===== src/rtl/iter_div.sv =====
// Iterative radix-2 restoring divider: signed/unsigned quotient and remainder,
// WIDTH+1 cycle latency, valid/ready on both sides, tag carried through.
module iter_div #(
  parameter int WIDTH = 32,
  parameter int TAG_W = 6
) (
  input  logic             clk,
  input  logic             reset,
  input  logic             flush,
  input  logic             in_valid,
  output logic             in_ready,
  input  logic             is_signed,
  input  logic [WIDTH-1:0] dividend,
  input  logic [WIDTH-1:0] divisor,
  input  logic [TAG_W-1:0] in_tag,
  output logic             out_valid,
  input  logic             out_ready,
  output logic [WIDTH-1:0] quotient,
  output logic [WIDTH-1:0] remainder,
  output logic             div_by_zero,
  output logic [TAG_W-1:0] out_tag
);

  localparam int CNT_W = $clog2(WIDTH);
  localparam logic [1:0] S_IDLE = 2'd0;
  localparam logic [1:0] S_CALC = 2'd1;
  localparam logic [1:0] S_FIX  = 2'd2;
  localparam logic [1:0] S_DONE = 2'd3;

  logic [1:0]       r_state;
  logic [CNT_W-1:0] r_cnt;
  logic [WIDTH-1:0] r_q;
  logic [WIDTH-1:0] r_rem;
  logic [WIDTH-1:0] r_dvs;
  logic             r_q_neg;
  logic             r_r_neg;
  logic             r_dbz;
  logic [TAG_W-1:0] r_tag;

  logic             w_acc;
  logic [WIDTH-1:0] w_dvd_mag;
  logic [WIDTH-1:0] w_dvs_mag;
  logic [WIDTH:0]   w_shift;
  logic [WIDTH:0]   w_diff;
  logic             w_qbit;

  assign in_ready  = !flush && ((r_state == S_IDLE) || (r_state == S_DONE && out_ready));
  assign w_acc     = in_valid && in_ready;
  // MIN negates to itself, which read unsigned is exactly 2^(WIDTH-1)
  assign w_dvd_mag = (is_signed && dividend[WIDTH-1]) ? -dividend : dividend;
  assign w_dvs_mag = (is_signed && divisor[WIDTH-1])  ? -divisor  : divisor;

  // r_q shifts dividend bits out of the top while quotient bits enter the bottom.
  // Partial remainder stays below the divisor, so the WIDTH+1-bit trial
  // difference never overflows and its MSB is the borrow.
  assign w_shift = {r_rem, r_q[WIDTH-1]};
  assign w_diff  = w_shift - {1'b0, r_dvs};
  assign w_qbit  = ~w_diff[WIDTH];

  always_ff @(posedge clk or posedge reset) begin
    if (reset) begin
      r_state <= S_IDLE;
      r_cnt   <= '0;
      r_q     <= '0;
      r_rem   <= '0;
      r_dvs   <= '0;
      r_q_neg <= 1'b0;
      r_r_neg <= 1'b0;
      r_dbz   <= 1'b0;
      r_tag   <= '0;
    end else if (flush) begin
      r_state <= S_IDLE;
    end else if (w_acc) begin
      r_tag   <= in_tag;
      r_dvs   <= w_dvs_mag;
      r_q_neg <= is_signed && (dividend[WIDTH-1] ^ divisor[WIDTH-1]);
      r_r_neg <= is_signed && dividend[WIDTH-1];
      r_cnt   <= '0;
      if (divisor == '0) begin
        r_dbz   <= 1'b1;
        r_q     <= '1;
        r_rem   <= dividend;
        r_state <= S_DONE;
      end else begin
        r_dbz   <= 1'b0;
        r_q     <= w_dvd_mag;
        r_rem   <= '0;
        r_state <= S_CALC;
      end
    end else begin
      case (r_state)
        S_CALC: begin
          r_rem <= w_qbit ? w_diff[WIDTH-1:0] : w_shift[WIDTH-1:0];
          r_q   <= {r_q[WIDTH-2:0], w_qbit};
          r_cnt <= r_cnt + 1'b1;
          if (r_cnt == CNT_W'(WIDTH - 1)) r_state <= S_FIX;
        end
        S_FIX: begin
          if (r_q_neg) r_q   <= -r_q;
          if (r_r_neg) r_rem <= -r_rem;
          r_state <= S_DONE;
        end
        S_DONE: if (out_ready) r_state <= S_IDLE;
        default: ;
      endcase
    end
  end

  assign out_valid   = (r_state == S_DONE);
  assign quotient    = r_q;
  assign remainder   = r_rem;
  assign div_by_zero = r_dbz;
  assign out_tag     = r_tag;

endmodule


===== config.mk =====
export PLATFORM = sky130hd
export DESIGN_NAME = iter_div
export DESIGN_NICKNAME = d
export VERILOG_FILES = /design/src/rtl/iter_div.sv
export SDC_FILE = /design/constraint.sdc
export NUM_CORES = 1
export LEC_CHECK = 0
export BUFFER_PORTS_ARGS = -buffer_cell sky130_fd_sc_hd__buf_2
export CAP_MARGIN = 5
export CORE_ASPECT_RATIO = 1.1
export CORE_UTILIZATION = 57
export DETAILED_ROUTE_END_ITERATION = 7
export GPL_TIMING_DRIVEN = 0
export PLACE_DENSITY = 0.8
export SETUP_SLACK_MARGIN = 0.4
export SKIP_CTS_REPAIR_TIMING = 1
export SLEW_MARGIN = 10
export SYNTH_ARGS = -nofsm -noshare
export SYNTH_HDL_FRONTEND = slang
export SYNTH_SLANG_ARGS = --single-unit

===== constraint.sdc =====
create_clock -name clk -period 4.2 [get_ports clk]
set_input_delay 0.63 -clock clk [delete_from_list [all_inputs] [get_ports clk]]
set_output_delay 0.63 -clock clk [all_outputs]
set_load 0.005 [all_outputs]

# Word level (Yosys, flattened, before mapping)
# Index checks and enable logic that the tools add are counted.
# classes
reduce_logical	18
bitwise	3
mux	20
eq_ne	8
addsub	6
# ops
cell	n
$mux 32	9
$neg 32->32	4
$pmux 32 s2	2
$sub 33x32->33	1
$logic_not 32->1	1
$mux 2	5
$mux 5	2
$reduce_and 3->1	3
$logic_and 1x1->1	6
$ne 3x3->1 const B	2
$pmux 2 s3	1
$add 5x1->5 const B	1
$eq 5x5->1 const B	1
$reduce_bool 5->1	1
$eq 2x2->1 const B	2
$ne 4x2->1 const B	1
$ne 4x4->1 const B	1
$reduce_and 2->1	2
$reduce_bool 3->1	1
$eq 2x1->1 const B	1
$logic_not 2->1	1
$not 1->1	2
$reduce_bool 2->1	1
$logic_not 1->1	1
3 further kinds	3
# word_totals
output_inout_bits	73
wordCells	64
regBits	112
input_bits	76

# Depth between registers and ports, before layout
# Gate-level depths: netlist (run 1).
# logic_depth
word_depth	7
depth_mapped	13
mapped_depth_nobuf	11

# Least setup slack after synthesis (run 1)
# Ideal clock, no wire load.
# synth_timing
path_type	reg-to-reg
startpoint	reg r_q[31], in the netlist quotient[31]
endpoint	reg r_rem[4], in the netlist remainder[4]
stages_incl_launch_ff	14
path_slack_ps	1345
arrival_time_ps	2721
path_buffers	2
setup_ps	134
t_required_ps	4066
synth_period_minus_slack_ps	2855
path_cell_list	dfrtp_1 inv_1 ha_1 fa_1 nand2b_1 a21oi_1 o211ai_1 o21ai_1 a21oi_1 nor3_1 buf_2 buf_4 mux2i_1 o21ai_1
# synth_via
elab_chain_cells	4
# synth_lines
item	line	source
start, declared	32	logic [WIDTH-1:0] r_q;
start signal, assigned	86	r_q <= w_dvd_mag;
start signal, assigned	94	r_q <= {r_q[WIDTH-2:0], w_qbit};
start signal, assigned	99	if (r_q_neg) r_q <= -r_q;
$sub 33x32->33	57	assign w_diff = w_shift - {1'b0, r_dvs};
$mux 32	93	r_rem <= w_qbit ? w_diff[WIDTH-1:0] : w_shift[WIDTH-1:0];
$pmux 32 s2	91	case (r_state)
$mux 32	73	end else if (w_acc) begin
end signal, assigned	82	r_rem <= dividend;
end signal, assigned	93	
end signal, assigned	100	if (r_r_neg) r_rem <= -r_rem;
end, declared	33	logic [WIDTH-1:0] r_rem;
# No other way between the ends.
# A chain may end at the register's enable or synchronous reset.

# Worst setup path after layout (run 1)
# layout_timing
startpoint	reg r_q[31], in the netlist quotient[31]
endpoint	reg r_rem[19], in the netlist remainder[19]
# The elaborated chain is that of the path after synthesis.

==> flow_summary.json, run 1 <==
{
  "worst_setup_path_start_kind": "flip-flop",
  "syn-cell-area_sq_um": 9920,
  "cp_data_required_time_ps": 4450,
  "portion_of_total_power_attributed_to_the_clock_network": 0.141,
  "max_cap_viol_count": 0,
  "period_minus_slack_ps": 3590,
  "critPathMaxStageDelay_ps": 490,
  "netlist-cell-type-count": 78,
  "grt_max_degree": 60,
  "post-route-worst-setup-slack_ps": 607,
  "power.density_cell_area_nw_per_um2": 605,
  "peakVddDrop_mv": 0.270,
  "synth-seq-area-share": 0.283,
  "report.final.slew_viol_count": 0,
  "rsz0062_at_grt": "false",
  "gp_congestion": 0.951,
  "synthesis.instances": 1293,
  "post-route-drc-count": 0,
  "syn_to_final_growth_pct": 14.1,
  "portion_of_total_power_attributed_to_sequential_cells": 0.277,
  "critical_path.cell_chain": "inv_1, ha_1, fa_1, nand2b_1, a21oi_1, o211ai_1, o21ai_2, a21oi_1, nor3_2, buf_4, buf_4, mux2i_1, a21oi_1",
  "drt_first_pass_iters": 6,
  "hold-worst-slack_ps": 305,
  "grt_pass1_wl_um": 51100,
  "mean_area_per_synthesized_cell_sq_um": 7.67,
  "dr_total_vias": 10700,
  "detailedPlace.worstSlack_ps": 456,
  "worst_setup_path_end_kind": "flip-flop",
  "swShare": 0.471,
  "run_status": "complete, no violations",
  "power.switching_uw": 3220,
  "synth_area_leaders": "dfrtp_1 28%, nand2_1 5.9%, xnor2_1 5.1%, a21oi_1 4.8%, ha_1 4.8%",
  "critPathMaxFanout": 10,
  "ys.flop_type": "dfrtp_1",
  "timing.max_slew.rel_slack": 0.296,
  "globalRouteOverflowTotal": 0,
  "numCtsBuffers": 9,
  "placed_cells": 1675,
  "clkSlewWorstSetupHoldPaths_ps": 80,
  "asyncSetResetFlopFracSynth": 1.00,
  "number_of_hold_slack_violations_in_the_final_timing_report": 0,
  "final_net_count": 1567,
  "worstPathBufferInverterCount": 3,
  "layout-drive-gt1-share": 0.133,
  "fp-row-count": 50,
  "initial_core_util": 0.583,
  "dr.first_iter.drc_count": 1064,
  "power_leakage_uw": 0.00488,
  "comb_power_share": 0.582,
  "syn_nets": 1408,
  "internal_power_uw": 3620,
  "clkSinkCount": 112,
  "track_usage": 0.366,
  "timing.clock.skew_ps": 8.90,
  "end_of_the_worst_register_to_register_path": "remainder[19]$_DFFE_PP0P_",
  "antenna_violating_nets_post_route": 0,
  "r2r-start": "quotient[31]$_DFFE_PP0P_",
  "timing.critical_path.slowest_stage_cell": "dfrtp_1",
  "critical_path_class": "flip-flop to flip-flop",
  "route.detailed.vias_per_inst": 6.32,
  "netlist.area_leader.share": 0.283,
  "dieArea_sq_um": 17900,
  "worst-r2r-cell-count": 13,
  "wl_per_cell_um": 19.3,
  "via_count_of_the_first_global_routing_pass": 9774,
  "post-route-util": 0.665,
  "min_path_type": "input pin to asynchronous set/reset pin",
  "drt-total-wl_um": 32700,
  "critical_path.top_delay_family": "compound AO/OA/AOI/OAI gates",
  "io_pins": 149,
  "setup_tns_ps": 0,
  "dp_hpwl_um": 24700,
  "worst_pin_slew_ps": 1050,
  "critical_path_arrival_ps": 3850,
  "clock_path_buffers": 2,
  "path_common_cell": "a21oi_1",
  "chipHeight_um": 140,
  "post_layout_nonfiller_instances": 1692,
  "ctsRootBufferMaster": "clkbuf_16",
  "die_span_in_x_um": 128,
  "yosys_register_bits": 112,
  "worst_skew_pair.late_latency_ps": 370,
  "grt_antenna_before_repair": 1,
  "number_of_inserted_filler_cells_in_the_final_layout": 1562,
  "synth_enable_flop_cells": 0,
  "netlist.top_cell.by_area": "dfrtp_1",
  "core_area_sq_um": 17000,
  "htreeDepth": 3,
  "tritoncts": "done",
  "max_clock_freq_mhz": 278,
  "yosys_warnings": 0,
  "r2r_slack_ps": 610,
  "setup-violations-final": 0,
  "min_period_over_period": 0.856,
  "place.port_buffers": 147
}
## final cells by class
cell class                 instances  area (sq um)  area share
timing repair buffer             148           763      0.0675
sequential                       112          2800       0.248
buffer                            73           304      0.0269
antenna                            1          2.50    0.000221
inverter                          55           211      0.0187
tap                              234           293      0.0259
clock buffer                       9           225      0.0199
clock inverter                     7          96.3     0.00851
multi-input combinational       1053          6620       0.585
## worst max-delay path by stage
stage                             start                        end  slack (ps)  depth (start not counted)
2_1_floorplan                     reset    div_by_zero$_DFFE_PP0P_         610                          1
3_3_place_gp                      reset      r_dvs[27]$_DFFE_PP0P_        -730                          2
4_1_cts        quotient[31]$_DFFE_PP0P_  remainder[19]$_DFFE_PP0P_         430                         13
6_report       quotient[31]$_DFFE_PP0P_  remainder[19]$_DFFE_PP0P_         610                         13
3_5_place_dp   quotient[31]$_DFFE_PP0P_  remainder[19]$_DFFE_PP0P_         460                         13
5_1_grt        quotient[31]$_DFFE_PP0P_  remainder[19]$_DFFE_PP0P_         490                         13
## stage by stage
stage / area [sq um] / power [uW]
final: 11300 / 6840
after CTS: 11300 / 6740
after global routing: 11300 / 7330
after detailed placement: 11000 / 5770
after floorplan: 9920 / 4640
after global placement: 10900 / 5690
## synthesized netlist by cell type, types with 4 or more instances
master and number:
a21o_1 19, o21ai_0 94, a211oi_1 15, a31oi_1 35
and2_1 9, o31ai_1 10, o21a_1 8, nor2b_1 7
xnor2_1 58, buf_1 9, ha_1 38, o31a_1 4
a21oi_1 95, a41oi_1 5, o221ai_1 4, nand3b_1 12
or3_1 9, nor2_1 125, a22o_1 5, and3_1 13
a21boi_0 4, o21ai_1 21, buf_2 10, a211o_1 4
clkbuf_1 51, a22oi_1 5, or4_1 13, nor4_1 12
inv_1 55, xor2_1 50, a222oi_1 7, nand3_1 27
o41ai_1 5, mux2i_1 23, dfrtp_1 112, nand2_1 156
nand2b_1 14, a221oi_1 26, o22ai_1 7, o211ai_1 13
nor3_1 41, nand4_1 6
## cells by family (layout without fill, tap and decap cells)
| kind of cell | Yosys count | after routing | share of synthesized area |
|---|---|---|---|
| fa+ha+maj | 39 | 39 | 0.0500 |
| buf+inv | 128 | 292 | 0.0512 |
| simple gates | 470 | 470 | 0.230 |
| compound gates | 411 | 411 | 0.265 |
| mux | 25 | 25 | 0.0255 |
| other cells | 0 | 1 | 0 |
| xor+xnor | 108 | 108 | 0.0954 |
| flops | 112 | 112 | 0.283 |
## cells in the final DEF (no fill, tap or decap), drive strengths merged, types with 6 or more instances in the layout
cell and instances:
a31oi 35, a21oi 95, a221oi 26, o22ai 7, nand3b 12, nand3 27, o31ai 10, buf 170
xnor2 58, o21ai 115, nor4 16, a21o 19, and3 13, dfrtp 112, or4 15, and2 10
nand2 156, mux2i 23, o211ai 13, nor2 127, nand4 6, a222oi 7, inv 55, xor2 50
ha 38, nor2b 7, or3 9, clkbuf 60, o21a 8, nand2b 14, a211oi 15, nor3 43
## power groups by stage
stage          clock network, uW  registers [uW]  logic [uW]
3_5_place_dp                   0            1890        3880
3_3_place_gp                   0            1880        3800
2_1_floorplan                  0            1750        2890
5_1_grt                      997            1950        4380
4_1_cts                      962            1870        3900
6_report                     964            1900        3980
## sequential cells by signal, summed over array words and instances (netlist names)
signal       count
out_tag          6
r_dvs           32
quotient        32
r_r_neg          1
r_state          2
remainder       32
r_cnt            5
r_q_neg          1
div_by_zero      1
## metal layers
| layer | wire length, um | up-vias | global-route usage |
|---|---|---|---|
| met5 | 0 | - | 0 |
| li1 | - | 5044 | - |
| met3 | 2640 | 111 | 0.0340 |
| met4 | 1670 | 0 | 0.195 |
| met1 | 13400 | 4924 | 0.482 |
| met2 | 14900 | 616 | 0.594 |
Note: power is estimated with default switching activity, not from simulation.
==> run 2, diff against run 1 <==
- CORE_MARGIN: not set -> 4
==> flow_summary.json, run 2 (synthesized netlist as in run 1, its figures left out) <==
{
  "comb_power_share": 0.590,
  "tritoncts": "done",
  "post-route-drc-count": 0,
  "timing.max_slew.rel_slack": 0.391,
  "setup-violations-final": 0,
  "swShare": 0.479,
  "path_common_cell": "a21oi_1",
  "htreeDepth": 3,
  "syn_to_final_growth_pct": 13.6,
  "dp_hpwl_um": 25400,
  "layout-drive-gt1-share": 0.132,
  "wl_per_cell_um": 19.5,
  "critPathMaxFanout": 10,
  "post-route-util": 0.660,
  "cp_data_required_time_ps": 4450,
  "antenna_violating_nets_post_route": 0,
  "critical_path_arrival_ps": 3930,
  "route.detailed.vias_per_inst": 6.21,
  "period_minus_slack_ps": 3680,
  "detailedPlace.worstSlack_ps": 526,
  "grt_antenna_before_repair": 3,
  "core_area_sq_um": 17100,
  "max_cap_viol_count": 0,
  "place.port_buffers": 147,
  "portion_of_total_power_attributed_to_sequential_cells": 0.284,
  "dr_total_vias": 10500,
  "worst_skew_pair.late_latency_ps": 370,
  "post-route-worst-setup-slack_ps": 517,
  "min_period_over_period": 0.877,
  "initial_core_util": 0.581,
  "report.final.slew_viol_count": 0,
  "setup_tns_ps": 0,
  "peakVddDrop_mv": 0.341,
  "worst_pin_slew_ps": 913,
  "post-layout-total-power_uw": 6720,
  "grt_pass1_wl_um": 52300,
  "critPathMaxStageDelay_ps": 470,
  "critical_path.cell_chain": "inv_1, ha_1, fa_1, nand2b_1, a21oi_1, o211ai_1, o21ai_2, a21oi_1, nor3_1, buf_4, buf_4, mux2i_1, a21oi_1",
  "clkSinkCount": 112,
  "worst_setup_path_end_kind": "flip-flop",
  "timing.clock.skew_ps": 6.56,
  "worst_setup_path_start_kind": "flip-flop",
  "power.switching_uw": 3220,
  "commonest_cells_after_routing_fill_and_taps_aside": "156 x buf_2, 156 x nand2_1, 125 x nor2_1, 112 x dfrtp_1, 95 x a21oi_1",
  "numCtsBuffers": 9,
  "max_clock_freq_mhz": 272,
  "via_count_of_the_first_global_routing_pass": 9852,
  "chipHeight_um": 146,
  "drt_first_pass_iters": 6,
  "final_net_count": 1567,
  "io_pins": 149,
  "min_path_type": "input pin to asynchronous set/reset pin",
  "dieArea_sq_um": 19600,
  "grt_max_degree": 67,
  "run_status": "complete, no violations",
  "rsz0062_at_grt": "false",
  "ctsRootBufferMaster": "clkbuf_16",
  "dr.first_iter.drc_count": 997,
  "hold-worst-slack_ps": 272,
  "clock_path_buffers": 2,
  "globalRouteOverflowTotal": 0,
  "power.density_cell_area_nw_per_um2": 596,
  "number_of_hold_slack_violations_in_the_final_timing_report": 0,
  "track_usage": 0.332,
  "number_of_inserted_filler_cells_in_the_final_layout": 1558,
  "timing.critical_path.slowest_stage_cell": "dfrtp_1",
  "gp_congestion": 0.981,
  "drt-total-wl_um": 33100,
  "portion_of_total_power_attributed_to_the_clock_network": 0.126,
  "internal_power_uw": 3500,
  "die_span_in_x_um": 134,
  "clkSlewWorstSetupHoldPaths_ps": 80,
  "power_leakage_uw": 0.00486,
  "critical_path_class": "flip-flop to flip-flop",
  "fp-row-count": 50
}
-- run 2: cell count changes in the layout (fill, tap and decap cells not counted) --
cell and delta:
clkinvlp_4 -1, bufinv_16 -2, nor3_2 -1, diode_2 +2, clkinv_4 +1, inv_6 +1
nor3_1 +1
-- run 2: routing by layer --
layer | GRT usage | vias to the layer above | part of all wire
met4 | 0.172 | 0 | 0.045
met1 | 0.434 | 4844 | 0.41
met2 | 0.540 | 547 | 0.46
li1 | - | 5034 | -
met3 | 0.0424 | 87 | 0.086
met5 | 0 | - | 0
-- run 2: path summary, 6_finish.rpt --
check                      depth (start not counted)                     start  slack [ps]                         to
setup / recovery                                  13  quotient[31]$_DFFE_PP0P_         520  remainder[19]$_DFFE_PP0P_
hold / removal                                     2                     reset         270    quotient[4]$_DFFE_PP0P_
setup reg to reg                                  13  quotient[31]$_DFFE_PP0P_         520  remainder[19]$_DFFE_PP0P_
hold reg to reg                                    2    out_tag[2]$_DFFE_PP0P_         480     out_tag[2]$_DFFE_PP0P_
max in group asynchronous                          3                     reset        3250      r_dvs[25]$_DFFE_PP0P_
min in group clk                                   3                 in_tag[3]         440     out_tag[3]$_DFFE_PP0P_
-- run 2: area by class of cell --
type | count | area, sq um | area share
inverters | 55 | 211 | 0.0188
plain buffers | 73 | 304 | 0.0270
multi-input cells | 1053 | 6610 | 0.587
repair buffers | 148 | 763 | 0.0678
flip-flops and latches | 112 | 2800 | 0.249
diodes | 3 | 7.51 | 0.000666
clock inverters | 6 | 46.3 | 0.00411
clock buffers | 9 | 225 | 0.0200
well taps | 234 | 293 | 0.0260
-- run 2: power groups by stage --
stage	Clock, uW	Sequential, uW	Combinational, uW
after floorplan	0	1750	2890
after global placement	0	1890	3810
after detailed placement	0	1900	3880
after CTS	842	1880	3900
after global routing	895	1950	4390
final	845	1910	3960
-- run 2: metrics by stage --
step           instances  instance area, sq um
2_1_floorplan       1293                  9920
3_3_place_gp        1674                 10900
3_5_place_dp        1675                 11000
4_1_cts             1690                 11300
5_1_grt             1693                 11300
6_report            1693                 11300
-- run 2: critical path: cells and delay by family (launching register included) --
kind / cells / cell delay (ps)
AO/OA/AOI/OAI: 5 / 940
buffers and inverters: 3 / 680
adder cells (fa/ha/maj): 2 / 660
AND/OR/NAND/NOR: 2 / 510
flip-flops: 1 / 470
multiplexers: 1 / 310
==> run 3, diff against run 2 <==
- RECOVER_POWER: not set -> 25
==> flow_summary.json, run 3 (synthesized netlist as in run 1, its figures left out) <==
{
  "comb_power_share": 0.590,
  "r2r-start": "quotient[31]$_DFFE_PP0P_",
  "power.density_cell_area_nw_per_um2": 597,
  "post-route-drc-count": 0,
  "portion_of_total_power_attributed_to_sequential_cells": 0.284,
  "clock_path_buffers": 2,
  "place.port_buffers": 147,
  "report.final.slew_viol_count": 115,
  "hold_path_startpoint": "in_tag[3]",
  "final_net_count": 1567,
  "wl_per_cell_um": 19.5,
  "clkSlewWorstSetupHoldPaths_ps": 80,
  "max_clock_freq_mhz": 272,
  "route.detailed.vias_per_inst": 6.23,
  "post-route-util": 0.658,
  "internal_power_uw": 3490,
  "gp_congestion": 0.981,
  "track_usage": 0.332,
  "antenna_violating_nets_post_route": 0,
  "ctsRootBufferMaster": "clkbuf_16",
  "dieArea_sq_um": 19600,
  "tritoncts": "done",
  "r2r_slack_ps": 520,
  "die_span_in_x_um": 134,
  "dp_hpwl_um": 25400,
  "power.switching_uw": 3220,
  "portion_of_total_power_attributed_to_the_clock_network": 0.126,
  "swShare": 0.479,
  "core_area_sq_um": 17100,
  "failed_checks": "max-capacitance violations, max-slew violations",
  "critical_path_class": "flip-flop to flip-flop",
  "dr.first_iter.drc_count": 997,
  "min_period_over_period": 0.877,
  "numCtsBuffers": 9,
  "via_count_of_the_first_global_routing_pass": 9852,
  "cp_data_required_time_ps": 4450,
  "setup-violations-final": 0,
  "worst-r2r-cell-count": 13,
  "timing.max_slew.rel_slack": -0.370,
  "post-layout-total-power_uw": 6710,
  "timing.clock.skew_ps": 6.40,
  "hold-path-endpoint": "out_tag[3]$_DFFE_PP0P_",
  "number_of_hold_slack_violations_in_the_final_timing_report": 0,
  "worst_setup_path_end_kind": "flip-flop",
  "globalRouteOverflowTotal": 0,
  "period_minus_slack_ps": 3680,
  "critPathMaxFanout": 10,
  "run_status": "finished, violations left",
  "end_of_the_worst_register_to_register_path": "remainder[19]$_DFFE_PP0P_",
  "initial_core_util": 0.581,
  "min_path_type": "input pin to flip-flop",
  "power_leakage_uw": 0.00485,
  "worst_skew_pair.late_latency_ps": 370,
  "grt_antenna_before_repair": 3,
  "layout-drive-gt1-share": 0.132,
  "peakVddDrop_mv": 0.341,
  "critical_path_arrival_ps": 3930,
  "htreeDepth": 3,
  "io_pins": 149,
  "max_cap_viol_count": 2,
  "drt_first_pass_iters": 8,
  "worst_pin_slew_ps": 2040,
  "hold-path-cell-count": 3,
  "grt_max_degree": 67,
  "clkSinkCount": 112,
  "grt_pass1_wl_um": 52300,
  "syn_to_final_growth_pct": 13.3,
  "worst_setup_path_start_kind": "flip-flop",
  "chipHeight_um": 146,
  "dr_total_vias": 10500,
  "rsz0062_at_grt": "false",
  "fp-row-count": 50,
  "commonest_cells_after_routing_fill_and_taps_aside": "156 x buf_2, 156 x nand2_1, 125 x nor2_1, 112 x dfrtp_1, 95 x a21oi_1",
  "drt-total-wl_um": 33100
}
[run 3: cell types whose count changed in the layout (fill, tap and decap cells not counted), sizes merged]
cell,previous run,this run
buf,170,169
clkbuf,60,61
clkinvlp,2,3
inv,56,55
[run 3: metrics by stage]
stage	cell area (sq um)	setup WS, ps	setup TNS [ps]	cells	hold WS (ps)
2_1_floorplan	9920	611	0	1293	450
3_3_place_gp	10900	-673	-74290	1674	455
3_5_place_dp	11000	526	0	1675	461
4_1_cts	11300	471	0	1690	293
5_1_grt	11200	376	0	1693	457
6_report	11200	517	0	1693	445
[run 3: worst max-delay path, cell delays in order (launching register included)]
cell,delay (ps)
dfrtp_1,460
inv_1,160
ha_1,260
fa_1,400
nand2b_1,190
a21oi_1,180
o211ai_1,250
o21ai_2,260
a21oi_1,140
nor3_1,320
buf_4,260
buf_4,260
mux2i_1,310
a21oi_1,100
[run 3: layout make-up]
class | count | area [sq um]
clock buffer | 9 | 225
tap | 234 | 293
buffer | 73 | 304
antenna | 3 | 7.51
clock inverter | 6 | 46.3
fill | 1561 | 5840
multi-input combinational | 1053 | 6610
timing repair buffer | 148 | 741
inverter | 55 | 208
sequential | 112 | 2800
[run 3: power by group through the flow]
stage / registers (uW) / clock network [uW] / logic, uW
after floorplan: 1750 / 0 / 2890
after global placement: 1890 / 0 / 3810
after detailed placement: 1900 / 0 / 3880
after CTS: 1880 / 842 / 3900
after global routing: 1950 / 895 / 4390
final: 1910 / 846 / 3960
[run 3: metal layers]
metal | part of all wire | up-vias | GRT usage
li1 | - | 5035 | -
met1 | 0.41 | 4869 | 0.434
met2 | 0.46 | 549 | 0.540
met3 | 0.086 | 88 | 0.0424
met4 | 0.046 | 0 | 0.172
met5 | 0 | - | 0
[run 3: worst max path at each step]
stage | start | endpoint | slack (ps) | cells after the start
2_1_floorplan | reset | div_by_zero$_DFFE_PP0P_ | 610 | 1
3_3_place_gp | reset | r_dvs[29]$_DFFE_PP0P_ | -670 | 2
3_5_place_dp | quotient[31]$_DFFE_PP0P_ | remainder[19]$_DFFE_PP0P_ | 530 | 13
4_1_cts | quotient[31]$_DFFE_PP0P_ | remainder[19]$_DFFE_PP0P_ | 470 | 13
5_1_grt | reset | r_dvs[25]$_DFFE_PP0P_ | 380 | 3
6_report | quotient[31]$_DFFE_PP0P_ | remainder[19]$_DFFE_PP0P_ | 520 | 13
